## config.mk

```make
export PLATFORM = sky130hd
export DESIGN_NAME = hhmmss_timekeeper
export DESIGN_NICKNAME = d
export VERILOG_FILES = /design/src/rtl/hhmmss_timekeeper.sv
export SDC_FILE = /design/constraint.sdc
export NUM_CORES = 1
export LEC_CHECK = 0
export CAP_MARGIN = 20
export CORE_ASPECT_RATIO = 0.9
export CORE_MARGIN = 2
export CORE_UTILIZATION = 59
export CTS_CLUSTER_DIAMETER = 150
export CTS_CLUSTER_SIZE = 8
export DETAILED_ROUTE_END_ITERATION = 10
export GPL_ROUTABILITY_DRIVEN = 1
export GPL_TIMING_DRIVEN = 0
export HOLD_SLACK_MARGIN = 0.1
export PLACE_DENSITY_LB_ADDON = 0.12
export SYNTH_ARGS = -nofsm -noshare
export SYNTH_HDL_FRONTEND = slang
export SYNTH_SLANG_ARGS = --single-unit
```

## constraint.sdc

```tcl
create_clock -name clk -period 4.2 [get_ports clk]
set_input_delay 1.05 -clock clk [delete_from_list [all_inputs] [get_ports clk]]
set_output_delay 1.05 -clock clk [all_outputs]
set_load 0.05 [all_outputs]
```

## src/rtl/hhmmss_timekeeper.sv

```systemverilog
// Synchronous BCD HH:MM:SS time-of-day counter with prescaler, up/down count, validated load,
// 12h display decode and day-wrap pulse. Optional alarm enabled by defining HHMMSS_ALARM_EN.
module hhmmss_timekeeper #(
  parameter int unsigned CLK_DIV = 1_000_000,
  parameter int unsigned DIV_W   = $clog2(CLK_DIV + 1)
) (
  input  logic       clk,
  input  logic       reset,
  input  logic       run,
  input  logic       dec,
  input  logic       mode_12h,
  input  logic       load,
  input  logic [3:0] set_h_tens,
  input  logic [3:0] set_h_ones,
  input  logic [3:0] set_m_tens,
  input  logic [3:0] set_m_ones,
  input  logic [3:0] set_s_tens,
  input  logic [3:0] set_s_ones,
  output logic [3:0] sec_ones,
  output logic [3:0] sec_tens,
  output logic [3:0] min_ones,
  output logic [3:0] min_tens,
  output logic [3:0] hour_ones,
  output logic [3:0] hour_tens,
  output logic       pm,
  output logic       tick,
  output logic       day_carry,
  output logic       load_err
`ifdef HHMMSS_ALARM_EN
  ,
  input  logic       alarm_set,
  input  logic [3:0] alarm_h_tens,
  input  logic [3:0] alarm_h_ones,
  input  logic [3:0] alarm_m_tens,
  input  logic [3:0] alarm_m_ones,
  input  logic       alarm_arm,
  input  logic       alarm_ack,
  output logic       alarm
`endif
);

  localparam logic [DIV_W-1:0] DivMax = DIV_W'(CLK_DIV - 1);

  logic [DIV_W-1:0] div_q, div_d;

  logic [3:0] s1_q, s10_q, m1_q, m10_q, h1_q, h10_q;
  logic [3:0] s1_d, s10_d, m1_d, m10_d, h1_d, h10_d;
  logic [3:0] s1_n, s10_n, m1_n, m10_n, h1_n, h10_n;

  logic load_err_q, load_err_d;
  logic tick_raw, load_ok, load_take, at_max, at_zero;

  // ---------------------------------------------------------------------------------------------
  // Prescaler and load qualification
  // ---------------------------------------------------------------------------------------------
  assign tick_raw = run && (div_q == DivMax);

  assign load_ok = (set_s_ones <= 4'd9) && (set_s_tens <= 4'd5) &&
                   (set_m_ones <= 4'd9) && (set_m_tens <= 4'd5) &&
                   (set_h_ones <= 4'd9) &&
                   ((set_h_tens <= 4'd1) || ((set_h_tens == 4'd2) && (set_h_ones <= 4'd3)));

  // A rejected load leaves counting untouched; only an accepted one swallows the tick.
  assign load_take = load && load_ok;
  assign tick      = tick_raw && !load_take;

  always_comb begin
    div_d = div_q;
    if (load_take) begin
      div_d = '0;
    end else if (run) begin
      div_d = tick_raw ? '0 : div_q + 1'b1;
    end
  end

  // ---------------------------------------------------------------------------------------------
  // One-step successor/predecessor of the current time
  // ---------------------------------------------------------------------------------------------
  always_comb begin
    s1_n  = s1_q;
    s10_n = s10_q;
    m1_n  = m1_q;
    m10_n = m10_q;
    h1_n  = h1_q;
    h10_n = h10_q;
    if (!dec) begin
      s1_n = (s1_q == 4'd9) ? 4'd0 : s1_q + 4'd1;
      if (s1_q == 4'd9) begin
        s10_n = (s10_q == 4'd5) ? 4'd0 : s10_q + 4'd1;
        if (s10_q == 4'd5) begin
          m1_n = (m1_q == 4'd9) ? 4'd0 : m1_q + 4'd1;
          if (m1_q == 4'd9) begin
            m10_n = (m10_q == 4'd5) ? 4'd0 : m10_q + 4'd1;
            if (m10_q == 4'd5) begin
              if ((h10_q == 4'd2) && (h1_q == 4'd3)) begin
                h10_n = 4'd0;
                h1_n  = 4'd0;
              end else if (h1_q == 4'd9) begin
                h10_n = h10_q + 4'd1;
                h1_n  = 4'd0;
              end else begin
                h1_n = h1_q + 4'd1;
              end
            end
          end
        end
      end
    end else begin
      s1_n = (s1_q == 4'd0) ? 4'd9 : s1_q - 4'd1;
      if (s1_q == 4'd0) begin
        s10_n = (s10_q == 4'd0) ? 4'd5 : s10_q - 4'd1;
        if (s10_q == 4'd0) begin
          m1_n = (m1_q == 4'd0) ? 4'd9 : m1_q - 4'd1;
          if (m1_q == 4'd0) begin
            m10_n = (m10_q == 4'd0) ? 4'd5 : m10_q - 4'd1;
            if (m10_q == 4'd0) begin
              if ((h10_q == 4'd0) && (h1_q == 4'd0)) begin
                h10_n = 4'd2;
                h1_n  = 4'd3;
              end else if (h1_q == 4'd0) begin
                h10_n = h10_q - 4'd1;
                h1_n  = 4'd9;
              end else begin
                h1_n = h1_q - 4'd1;
              end
            end
          end
        end
      end
    end
  end

  always_comb begin
    s1_d  = s1_q;
    s10_d = s10_q;
    m1_d  = m1_q;
    m10_d = m10_q;
    h1_d  = h1_q;
    h10_d = h10_q;
    if (load_take) begin
      s1_d  = set_s_ones;
      s10_d = set_s_tens;
      m1_d  = set_m_ones;
      m10_d = set_m_tens;
      h1_d  = set_h_ones;
      h10_d = set_h_tens;
    end else if (tick) begin
      s1_d  = s1_n;
      s10_d = s10_n;
      m1_d  = m1_n;
      m10_d = m10_n;
      h1_d  = h1_n;
      h10_d = h10_n;
    end
  end

  assign at_max  = (h10_q == 4'd2) && (h1_q == 4'd3) && (m10_q == 4'd5) && (m1_q == 4'd9) &&
                   (s10_q == 4'd5) && (s1_q == 4'd9);
  assign at_zero = (h10_q == 4'd0) && (h1_q == 4'd0) && (m10_q == 4'd0) && (m1_q == 4'd0) &&
                   (s10_q == 4'd0) && (s1_q == 4'd0);
  assign day_carry = tick && (dec ? at_zero : at_max);

  // ---------------------------------------------------------------------------------------------
  // Optional alarm
  // ---------------------------------------------------------------------------------------------
`ifdef HHMMSS_ALARM_EN
  logic [3:0] al_h10_q, al_h1_q, al_m10_q, al_m1_q;
  logic       alarm_q, alarm_d, alarm_ok, alarm_match;

  assign alarm_ok = (alarm_m_ones <= 4'd9) && (alarm_m_tens <= 4'd5) && (alarm_h_ones <= 4'd9) &&
                    ((alarm_h_tens <= 4'd1) ||
                     ((alarm_h_tens == 4'd2) && (alarm_h_ones <= 4'd3)));

  // Match on the value the counter is about to enter, so it fires on the tick that reaches it.
  assign alarm_match = tick && (s1_n == 4'd0) && (s10_n == 4'd0) &&
                       (m1_n == al_m1_q) && (m10_n == al_m10_q) &&
                       (h1_n == al_h1_q) && (h10_n == al_h10_q);

  always_comb begin
    alarm_d = alarm_q;
    if (!alarm_arm) begin
      alarm_d = 1'b0;
    end else if (alarm_match) begin
      alarm_d = 1'b1;
    end else if (alarm_ack) begin
      alarm_d = 1'b0;
    end
  end

  always_ff @(posedge clk or posedge reset) begin
    if (reset) begin
      al_h10_q <= 4'd0;
      al_h1_q  <= 4'd0;
      al_m10_q <= 4'd0;
      al_m1_q  <= 4'd0;
      alarm_q  <= 1'b0;
    end else begin
      alarm_q <= alarm_d;
      if (alarm_set && alarm_ok) begin
        al_h10_q <= alarm_h_tens;
        al_h1_q  <= alarm_h_ones;
        al_m10_q <= alarm_m_tens;
        al_m1_q  <= alarm_m_ones;
      end
    end
  end

  assign alarm      = alarm_q;
  assign load_err_d = (load && !load_ok) || (alarm_set && !alarm_ok);
`else
  assign load_err_d = load && !load_ok;
`endif

  // ---------------------------------------------------------------------------------------------
  // State registers
  // ---------------------------------------------------------------------------------------------
  always_ff @(posedge clk or posedge reset) begin
    if (reset) begin
      div_q      <= '0;
      s1_q       <= 4'd0;
      s10_q      <= 4'd0;
      m1_q       <= 4'd0;
      m10_q      <= 4'd0;
      h1_q       <= 4'd0;
      h10_q      <= 4'd0;
      load_err_q <= 1'b0;
    end else begin
      div_q      <= div_d;
      s1_q       <= s1_d;
      s10_q      <= s10_d;
      m1_q       <= m1_d;
      m10_q      <= m10_d;
      h1_q       <= h1_d;
      h10_q      <= h10_d;
      load_err_q <= load_err_d;
    end
  end

  // ---------------------------------------------------------------------------------------------
  // Display outputs
  // ---------------------------------------------------------------------------------------------
  assign sec_ones = s1_q;
  assign sec_tens = s10_q;
  assign min_ones = m1_q;
  assign min_tens = m10_q;
  assign load_err = load_err_q;
  assign pm       = (h10_q == 4'd2) || ((h10_q == 4'd1) && (h1_q >= 4'd2));

  always_comb begin
    hour_tens = h10_q;
    hour_ones = h1_q;
    if (mode_12h) begin
      if ((h10_q == 4'd0) && (h1_q == 4'd0)) begin
        hour_tens = 4'd1;
        hour_ones = 4'd2;
      end else if ((h10_q == 4'd1) && (h1_q >= 4'd3)) begin
        hour_tens = 4'd0;
        hour_ones = h1_q - 4'd2;
      end else if ((h10_q == 4'd2) && (h1_q <= 4'd1)) begin
        hour_tens = 4'd0;
        hour_ones = h1_q + 4'd8;
      end else if (h10_q == 4'd2) begin
        hour_tens = 4'd1;
        hour_ones = h1_q - 4'd2;
      end
    end
  end

endmodule

```

==> out/results.txt, run 1 <==
post-synthesis cell count: 462
VDD IR max: 0.000283 V
worst hold stages: 2
Final Setup Violations: 0
Mapped Area: 3740 um2
kind of critical path: in2out
commonest non-fill, non-tap cell in the layout: clkdlybuf4s50_1
Layout area overhead: 21.5%
DR WL/cell: 18.4 um
reg-to-reg endpoint: div_q[2]$_DFFE_PP0P_
Area contributors post-synth: dfrtp_1, a21oi_1, o21ai_0, ha_1, nand2_1
IO Pins: 58
largest net degree at the start of global routing: 31
CP Data Required Time: 3.15 ns
Synth top area share: 30.1%
clk buf depth: 2
worst-path maximum fanout: 9
Worst setup endpoint: day_carry
drt total wl: 11300 um
Synth area leader: dfrtp_1
DRT Pass-1 Iters: 6
NumNets Final: 571
Worst-Margin Slew: 0.707 ns
max-cap violations: 0
Synth Net Count: 506
post-route ant nets: 0
Reg clk slew, reported paths: 0.08 ns
antenna cell count: 0
RSZ-0062 raised after global routing: false
register bit total from synthesis: 45
critical path cell sequence: clkdlybuf4s50_1, nand3b_1, or4_1, o21ai_0, and4_1, clkbuf_4
share of cells above drive strength 1: 7.78%
Die Ht: 79.6 um
Pwr Density: 306 nW/um2
vias in the first global route: 3688
clock root buffer: clkbuf_8
highest-delay cell along the critical path: clkdlybuf4s50_1
number of synthesized flops with an enable pin: 0
CTS buffer count: 5
post-DR vias/cell: 6.71
Die X: 88.0 um
post-route non-filler standard cell count: 614
DR vias: 4118
Data arrival, critical path: 3.12 ns
sequential-to-total area share from yosys stat: 30.1%
GP Congestion: 0.978
initial antenna violation count: 0
clk_skew: 0.0159 ns
flop2flop setup slack: 1.73 ns
final hold vios: 0
number of synthesis warnings: 0
f_max: 240 MHz
grt total ovfl: 0
final core utilization: 74.4%
CP startpoint: dec
quantity of I/O buffers inserted on ports: 56
Max Slew Vio Count: 0
clock sinks: 45
most frequent cells in the layout: clkdlybuf4s50_1, dfrtp_1, nand2_1, a21oi_1, o21ai_0
dpl cells: 606
Avg Cell Area, Syn: 8.10 um2
Post-synth ARST share: 100%
CP max stage delay: 0.60 ns
Leak: 1.76 nW
iteration-0 DRC count of the detailed router: 549
Hold WC Path Type: reg2reg
HPWL Detailed: 8340 um
Synth cell types: 74
RR Startpoint: div_q[10]$_DFFE_PP0P_
Tmin final: 4.17 ns
Tot GR Track Use: 33.3%
global-route wire length before repair: 18300 um
Startpoint Class: input pin
clk_lat worst skew: 0.31 ns
CTS tree: yes
core footprint: 6110 um2
htree depth: 2
Period Utilization, post-route: 99.3%
Slew headroom: 52.4%
FF-to-FF path depth: 6
DIE AREA: 7000 um2
DRC Markers: 0
initial core utilization: 61.2%
fill count: 504
Setup crit end kind: output pin
Post-synth top flop: dfrtp_1
row cnt: 27
outcome: completed
==> cells by family after synthesis <==
logic type                 Yosys count  share of synthesized area, %
and+or+nand+nor                    193                          30.1
AOI/OAI and AO/OA                  150                          26.4
buffers and inverters               45                          5.05
DFF                                 45                          30.1
adders and majority gates           14                          4.68
xor gates and xnor gates            12                          2.81
muxes                                3                         0.802
==> how the worst min path moves through the flow <==
stage | startpoint | end | slack [ns]
finish | div_q[1]$_DFFE_PP0P_ | div_q[1]$_DFFE_PP0P_ | 0.57
global route | div_q[1]$_DFFE_PP0P_ | div_q[1]$_DFFE_PP0P_ | 0.59
floorplan | div_q[1]$_DFFE_PP0P_ | div_q[1]$_DFFE_PP0P_ | 0.53
CTS | div_q[1]$_DFFE_PP0P_ | div_q[1]$_DFFE_PP0P_ | 0.57
detailed placement | div_q[1]$_DFFE_PP0P_ | div_q[1]$_DFFE_PP0P_ | 0.56
global placement | div_q[1]$_DFFE_PP0P_ | div_q[1]$_DFFE_PP0P_ | 0.55
==> power breakdown <==
part / switching (mW) / total [mW] / internal, mW
sequential: 0.0937 / 0.594 / 0.500
combinational: 0.308 / 0.514 / 0.206
clock: 0.152 / 0.282 / 0.130
total: 0.554 / 1.39 / 0.836
==> stage by stage <==
stage | hold WS [ns] | area [um2] | total power, mW | TNS, ns | setup slack, ns
floorplan | 0.526 | 3740 | 0.931 | 0 | 0.244
global route | 0.587 | 4550 | 1.47 | 0 | 0.00431
detailed placement | 0.556 | 4430 | 1.10 | -0.788 | -0.637
CTS | 0.568 | 4520 | 1.38 | 0 | 0.0400
global placement | 0.547 | 4410 | 1.08 | -0.736 | -0.600
finish | 0.570 | 4550 | 1.39 | 0 | 0.0298
==> Yosys cell counts (all sizes together) (12+ instances only) <==
| cell | instances |
|---|---|
| dfrtp | 45 |
| nand2 | 43 |
| a21oi | 42 |
| o21ai | 37 |
| nor2 | 27 |
| clkbuf | 24 |
| nand3 | 18 |
| ha | 14 |
| inv | 12 |
| nand4 | 12 |
| or3 | 12 |
==> worst max-delay path, delay by kind of cell <==
kind	cells	cell delay [ns]
AOI/OAI and AO/OA	1	0.09
buffers and inverters	2	0.84
and+or+nand+nor	3	1.13
==> sequential cells by signal (all words and copies together) (netlist names) <==
signal,cells
div_q,20
h10_q,4
h1_q,4
min_ones,4
min_tens,4
sec_ones,4
sec_tens,4
load_err,1
==> metal layers <==
| metal | global-route usage [%] | part of all wire (%) | vias up |
|---|---|---|---|
| li1 | - | - | 1881 |
| met1 | 48.5 | 44 | 1927 |
| met2 | 48.2 | 42 | 269 |
| met3 | 9.10 | 11 | 41 |
| met4 | 9.69 | 2.8 | 0 |
| met5 | 0 | 0 | - |
==> repair_timing <==
item                                    in CTS  in global routing
hold buffers                                 0                  0
endpoints found under the setup margin       3                  4
pin swaps                                    0                  0
resized for setup                            9                 10
buffers inserted                             0                  1
==> cell type report <==
type | instances | area [um2] | share of cell area [%]
clock inverter | 1 | 7.51 | 0.165
inverter | 13 | 48.8 | 1.07
sequential | 45 | 1130 | 24.8
multi-input combinational | 372 | 2450 | 53.8
clock buffer | 6 | 82.6 | 1.82
buffer | 32 | 141 | 3.11
tap | 87 | 109 | 2.39
timing repair buffer | 58 | 584 | 12.9
Note: power is estimated with default switching activity, not from simulation.
==> run 2: changes to the inputs <==
Settings changed: CORE_UTILIZATION 59 to 47, SKIP_CTS_REPAIR_TIMING set to 1.
Clock period 4.2 ns to 4.6 ns, I/O delays scaled along.
==> out/results.txt, run 2 (synthesis gave the netlist of run 1 again) <==
Int Power: 0.821 mW (-1.8%)
Period Utilization, post-route: 96.2%
share of cells above drive strength 1: 6.83% (-0.95 points)
dpl cells: 615 (+1.5%)
worst-path maximum fanout: 9 (unchanged)
Data arrival, critical path: 3.28 ns (+0.16 ns)
final hold vios: 0 (unchanged)
core footprint: 7620 um2 (+25%)
Tmin final: 4.43 ns
DR WL/cell: 18.4 um (-0.16%)
f_max: 226 MHz
DRT Pass-1 Iters: 5 (-1)
Hold WC Path Type: reg2reg
post-DR vias/cell: 6.43 (-4.2%)
post-route non-filler standard cell count: 623 (+1.5%)
kind of critical path: in2out
total chip power: 1.33 mW (-4.4%)
worst hold stages: 2 (unchanged)
DIE AREA: 8690 um2 (+24%)
htree depth: 2 (unchanged)
Slew headroom: 50.6% (-1.8 points)
largest net degree at the start of global routing: 36 (+16%)
Pwr Density: 291 nW/um2 (-4.8%)
DRC Markers: 0 (unchanged)
CP Data Required Time: 3.45 ns (+0.30 ns)
FF-to-FF path depth: 6 (unchanged)
NumNets Final: 570 (-0.18%)
clk buf depth: 2 (unchanged)
global-route wire length before repair: 18400 um (+0.79%)
HPWL Detailed: 8470 um (+1.5%)
vias in the first global route: 3570 (-3.2%)
VDD IR max: 0.000155 V (-45%)
clock root buffer: clkbuf_8
Max Slew Vio Count: 0 (unchanged)
initial antenna violation count: 0 (unchanged)
outcome: completed
post-route ant nets: 0 (unchanged)
row cnt: 30 (+11%)
Hold WS: 0.558 ns (-0.0115 ns)
grt total ovfl: 0 (unchanged)
CTS tree: yes
power share of the clock group: 24.5% (+4.2 points)
initial core utilization: 49.1% (-12 points)
Layout area overhead: 22.0%
quantity of I/O buffers inserted on ports: 56 (unchanged)
Final Setup Violations: 0 (unchanged)
antenna cell count: 0 (unchanged)
CTS buffer count: 5 (unchanged)
max-cap violations: 0 (unchanged)
Logic pwr share: 34.9% (-2.1 points)
DR vias: 4003 (-2.8%)
clk_lat worst skew: 0.31 ns (about the same)
clock sinks: 45 (unchanged)
Leak: 1.76 nW (about the same)
Worst-Margin Slew: 0.733 ns (+0.0260 ns)
RSZ-0062 raised after global routing: false
Flop pwr share: 40.6% (-2.1 points)
Die X: 98.1 um (+11%)
Die Ht: 88.7 um (+11%)
max reg flops: 20 (unchanged)
Reg clk slew, reported paths: 0.08 ns (about the same)
Largest Register: div_q
Setup crit end kind: output pin
Tot GR Track Use: 26.3% (-7.0 points)
most frequent cells in the layout: clkdlybuf4s50_1, dfrtp_1, nand2_1, a21oi_1, o21ai_0
IO Pins: 58 (unchanged)
P_sw: 0.508 mW (-8.3%)
GP Congestion: 0.946 (-3.3%)
commonest non-fill, non-tap cell in the layout: clkdlybuf4s50_1
drt total wl: 11400 um (+1.3%)
iteration-0 DRC count of the detailed router: 335 (-39%)
Switching Share: 38.2% (-1.6 points)
Startpoint Class: input pin
clk_skew: 0.0140 ns (-0.00193 ns)
[run 2: cell count changes in the layout (fill, tap and decap cells not counted), sizes merged]
cell / change
buf: -2
dlygate4sd2: -1
clkdlybuf4s50: +2
bufinv: +1
[run 2: worst max-delay path, stage by stage]
cell and delay (ns):
clkdlybuf4s50_1 0.59, nand3b_1 0.38, or4_1 0.56, o21ai_0 0.09, and4_1 0.22, clkbuf_2 0.29
[run 2: final cells by class]
cell class / count / area, um2
plain buffers: 32 / 141
repair buffers: 57 / 581
multi-input cells: 372 / 2430
clock buffers: 6 / 82.6
clock inverters: 2 / 37.5
well taps: 96 / 120
fillers: 694 / 3060
flip-flops and latches: 45 / 1130
inverters: 13 / 48.8
[run 2: power groups by stage]
stage               clock [mW]  sequential, mW  combinational (mW)
global route             0.346           0.551               0.509
global placement             0           0.540               0.448
floorplan                    0           0.563               0.287
finish                   0.325           0.540               0.464
CTS                      0.330           0.536               0.460
detailed placement           0           0.544               0.458
[run 2: metrics by stage]
step	setup WS, ns	utilization [%]	area (um2)	TNS (ns)
after floorplan	0.181	-	3740	0
after global placement	-0.468	58.0	4420	-0.490
after detailed placement	-0.485	58.3	4440	-0.515
after CTS	-0.480	59.9	4560	-0.520
after global routing	0.0698	59.9	4560	0
final	0.175	59.9	4560	0
[run 2: metal layers]
metal	GRT usage, %	share of wire (%)	wire length (um)
met3	4.82	8.5	973
met5	0	0	0
met2	38.5	43	4890
met1	40.2	47	5390
met4	6.44	1.5	176
[run 2: worst paths after layout]
kind                                      start                 endpoint  slack [ns]
max                                         dec                day_carry        0.17
min                        div_q[1]$_DFFE_PP0P_     div_q[1]$_DFFE_PP0P_        0.56
max reg2reg                div_q[7]$_DFFE_PP0P_     div_q[2]$_DFFE_PP0P_        2.10
min reg2reg                div_q[1]$_DFFE_PP0P_     div_q[1]$_DFFE_PP0P_        0.56
max in group asynchronous                 reset  min_tens[3]$_DFFE_PP0P_        3.04
min in group asynchronous                 reset  min_ones[0]$_DFFE_PP0P_        1.08
==> run 3: changes to the inputs <==
Settings changed: ABC_AREA set to 1, CORE_MARGIN 2 to unset.
==> out/results.txt, run 3 <==
Synth top area share: 29.5% (-0.58 points)
Final Setup Violations: 0 (unchanged)
DR vias: 4174 (+4.3%)
largest family of logic cells by synthesized area: simple AND/OR/NAND/NOR gates
RR Startpoint: div_q[0]$_DFFE_PP0P_
HPWL Detailed: 8470 um (about the same)
Data arrival, critical path: 3.27 ns (about the same)
global-route wire length before repair: 18100 um (-1.8%)
post-route non-filler standard cell count: 753 (+21%)
Worst Hold End: div_q[17]$_DFFE_PP0P_
largest net degree at the start of global routing: 40 (+11%)
clk_skew: 0.0113 ns (-0.00271 ns)
row cnt: 30 (unchanged)
commonest non-fill, non-tap cell in the layout: nand2_1
Int Power: 0.749 mW (-8.8%)
Switching Share: 33.5% (-4.8 points)
f_max: 226 MHz (about the same)
flop2flop setup slack: 2.21 ns (+0.11 ns)
final hold vios: 0 (unchanged)
mux cell area share after synthesis: 0% (-0.80 points)
Synth Net Count: 635 (+25%)
kind of critical path: in2out
Slew headroom: 65.9% (+15 points)
Max Slew Vio Count: 0 (unchanged)
most common cell in the netlist: nand2_1
DRC Markers: 0 (unchanged)
worst-path maximum fanout: 10 (+1)
total chip power: 1.12 mW (-15%)
post-DR vias/cell: 5.54 (-14%)
compound-gate portion of the synthesized area: 12.7% (-14 points)
clock root buffer: clkbuf_8
grt total ovfl: 0 (unchanged)
CP Data Required Time: 3.45 ns (about the same)
antenna cell count: 0 (unchanged)
Period Utilization, post-route: 96.2% (about the same)
outcome: completed
Post-Synth Adder-Cell Area: 4.59% (-0.091 points)
core footprint: 7690 um2 (+0.99%)
Leak: 2.36 nW (+34%)
CTS tree: yes
dpl cells: 745 (+21%)
number of synthesis warnings: 0 (unchanged)
Die Ht: 87.5 um (-1.3%)
top cells by count, synth: nand2_1, nor2_1, inv_1, dfrtp_1, o21ai_0
max-cap violations: 0 (unchanged)
clk_lat worst skew: 0.32 ns (about the same)
share of cells above drive strength 1: 5.78% (-1.0 points)
max reg flops: 20 (unchanged)
initial core utilization: 49.6% (+0.48 points)
initial antenna violation count: 0 (unchanged)
Hold WC Path Type: reg2reg
Worst-Margin Slew: 0.510 ns (-0.224 ns)
clk buf depth: 2 (unchanged)
RSZ-0062 raised after global routing: false
Reg clk slew, reported paths: 0.10 ns (+0.02 ns)
clock sinks: 45 (unchanged)
Avg Cell Area, Syn: 6.46 um2 (-20%)
GP Congestion: 0.963 (+1.9%)
Layout area overhead: 22.1%
Synth Area in Simple Gates: 38.7% (+8.6 points)
Die X: 97.0 um (-1.1%)
htree depth: 2 (unchanged)
Startpoint Class: input pin
Pwr Density: 241 nW/um2 (-17%)
Tot GR Track Use: 26.6% (+0.30 points)
VDD IR max: 0.000153 V (-1.1%)
Logic pwr share: 23.3% (-12 points)
power share of the clock group: 33.3% (+8.8 points)
fill count: 757 (+9.1%)
reg-to-reg endpoint: h1_q[1]$_DFFE_PP0P_
Area contributors post-synth: dfrtp_1, nand2_1, nor2_1, inv_1, o21ai_0
Hold Path Origin: div_q[17]$_DFFE_PP0P_
post-route ant nets: 0 (unchanged)
iteration-0 DRC count of the detailed router: 390 (+16%)
DIE AREA: 8480 um2 (-2.4%)
quantity of I/O buffers inserted on ports: 57 (+1.8%)
Setup crit end kind: output pin
DRT Pass-1 Iters: 5 (unchanged)
most frequent cells in the layout: nand2_1, nor2_1, inv_1, clkdlybuf4s50_1, dfrtp_1
vias in the first global route: 3805 (+6.6%)
FF-to-FF path depth: 10 (+4)
Mapped Area: 3820 um2 (+2.0%)
DR WL/cell: 14.7 um (-20%)
post-synthesis cell count: 591 (+28%)
IO Pins: 58 (unchanged)
CTS buffer count: 5 (unchanged)
area of the multi-input gates: 2310 um2 (-4.9%)
sequential-to-total area share from yosys stat: 29.5% (-0.58 points)
Synth cell types: 41 (-45%)
Post-synth top flop: dfrtp_1
Post-synth ARST share: 100% (unchanged)
drt total wl: 11100 um (-2.9%)
register bit total from synthesis: 45 (unchanged)
NumNets Final: 700 (+23%)
storage element area: 1130 um2 (unchanged)
number of synthesized flops with an enable pin: 0 (unchanged)
Largest Register: div_q
P_sw: 0.376 mW (-26%)
Synth area leader: dfrtp_1
Tmin final: 4.42 ns (-0.000995 ns)
worst hold stages: 2 (unchanged)
Flop pwr share: 43.3% (+2.7 points)
Post-Synth XOR/XNOR Area: 4.36% (+1.6 points)
-- run 3: critical path: stages --
cell,delay [ns]
clkdlybuf4s50_1,0.48
nand2_1,0.11
nand2_1,0.08
inv_1,0.04
nand2_1,0.07
nor2_1,0.06
nand3_2,0.20
buf_4,0.23
inv_1,0.11
nor2_2,0.20
nand2_1,0.08
nor2_1,0.16
clkbuf_2,0.31
-- run 3: stage by stage --
stage	setup WS (ns)	TNS, ns	instance area, um2	hold slack, ns	util [%]
floorplan	0.104	0	3820	0.496	-
global placement	-0.447	-0.679	4510	0.536	58.6
detailed placement	-0.448	-0.681	4530	0.557	58.8
CTS	-0.458	-0.706	4660	0.576	60.6
global route	0.0324	0	4660	0.598	60.6
finish	0.176	0	4660	0.577	60.6
-- run 3: cell type report --
cell class,count,area share (%)
multi-input combinational,455,49.5
clock buffer,5,1.48
timing repair buffer,58,12.6
tap,96,2.58
buffer,15,2.15
inverter,76,6.12
sequential,45,24.2
clock inverter,3,1.40
-- run 3: how the worst max path moves through the flow --
stage           endpoint     startpoint  slack (ns)
2_1_floorplan  day_carry  set_h_tens[0]        0.10
4_1_cts        day_carry  set_s_tens[1]       -0.46
5_1_grt        day_carry  set_s_tens[2]        0.03
3_5_place_dp   day_carry  set_s_tens[1]       -0.45
3_3_place_gp   day_carry  set_h_ones[3]       -0.45
6_report       day_carry  set_s_tens[1]        0.18
-- run 3: power by group through the flow --
stage	sequential, mW	combinational, mW	clock, mW
floorplan	0.499	0.159	0
global placement	0.493	0.252	0
detailed placement	0.492	0.261	0
CTS	0.486	0.261	0.377
global route	0.495	0.294	0.391
finish	0.488	0.263	0.375
-- run 3: cell families after synthesis --
group	after synthesis
and+or+nand+nor	337
buffers and inverters	91
AOI/OAI and AO/OA	85
DFF	45
xor gates and xnor gates	19
adders and majority gates	14
-- run 3: metal layers --
layer  GRT usage (%)  part of all wire (%)  vias up
met1            36.9                    47     1940
met4            5.70                   1.5        0
met2            42.7                    44      170
met3            5.94                   7.1       20
li1                -                     -     2044
met5               0                     0        -
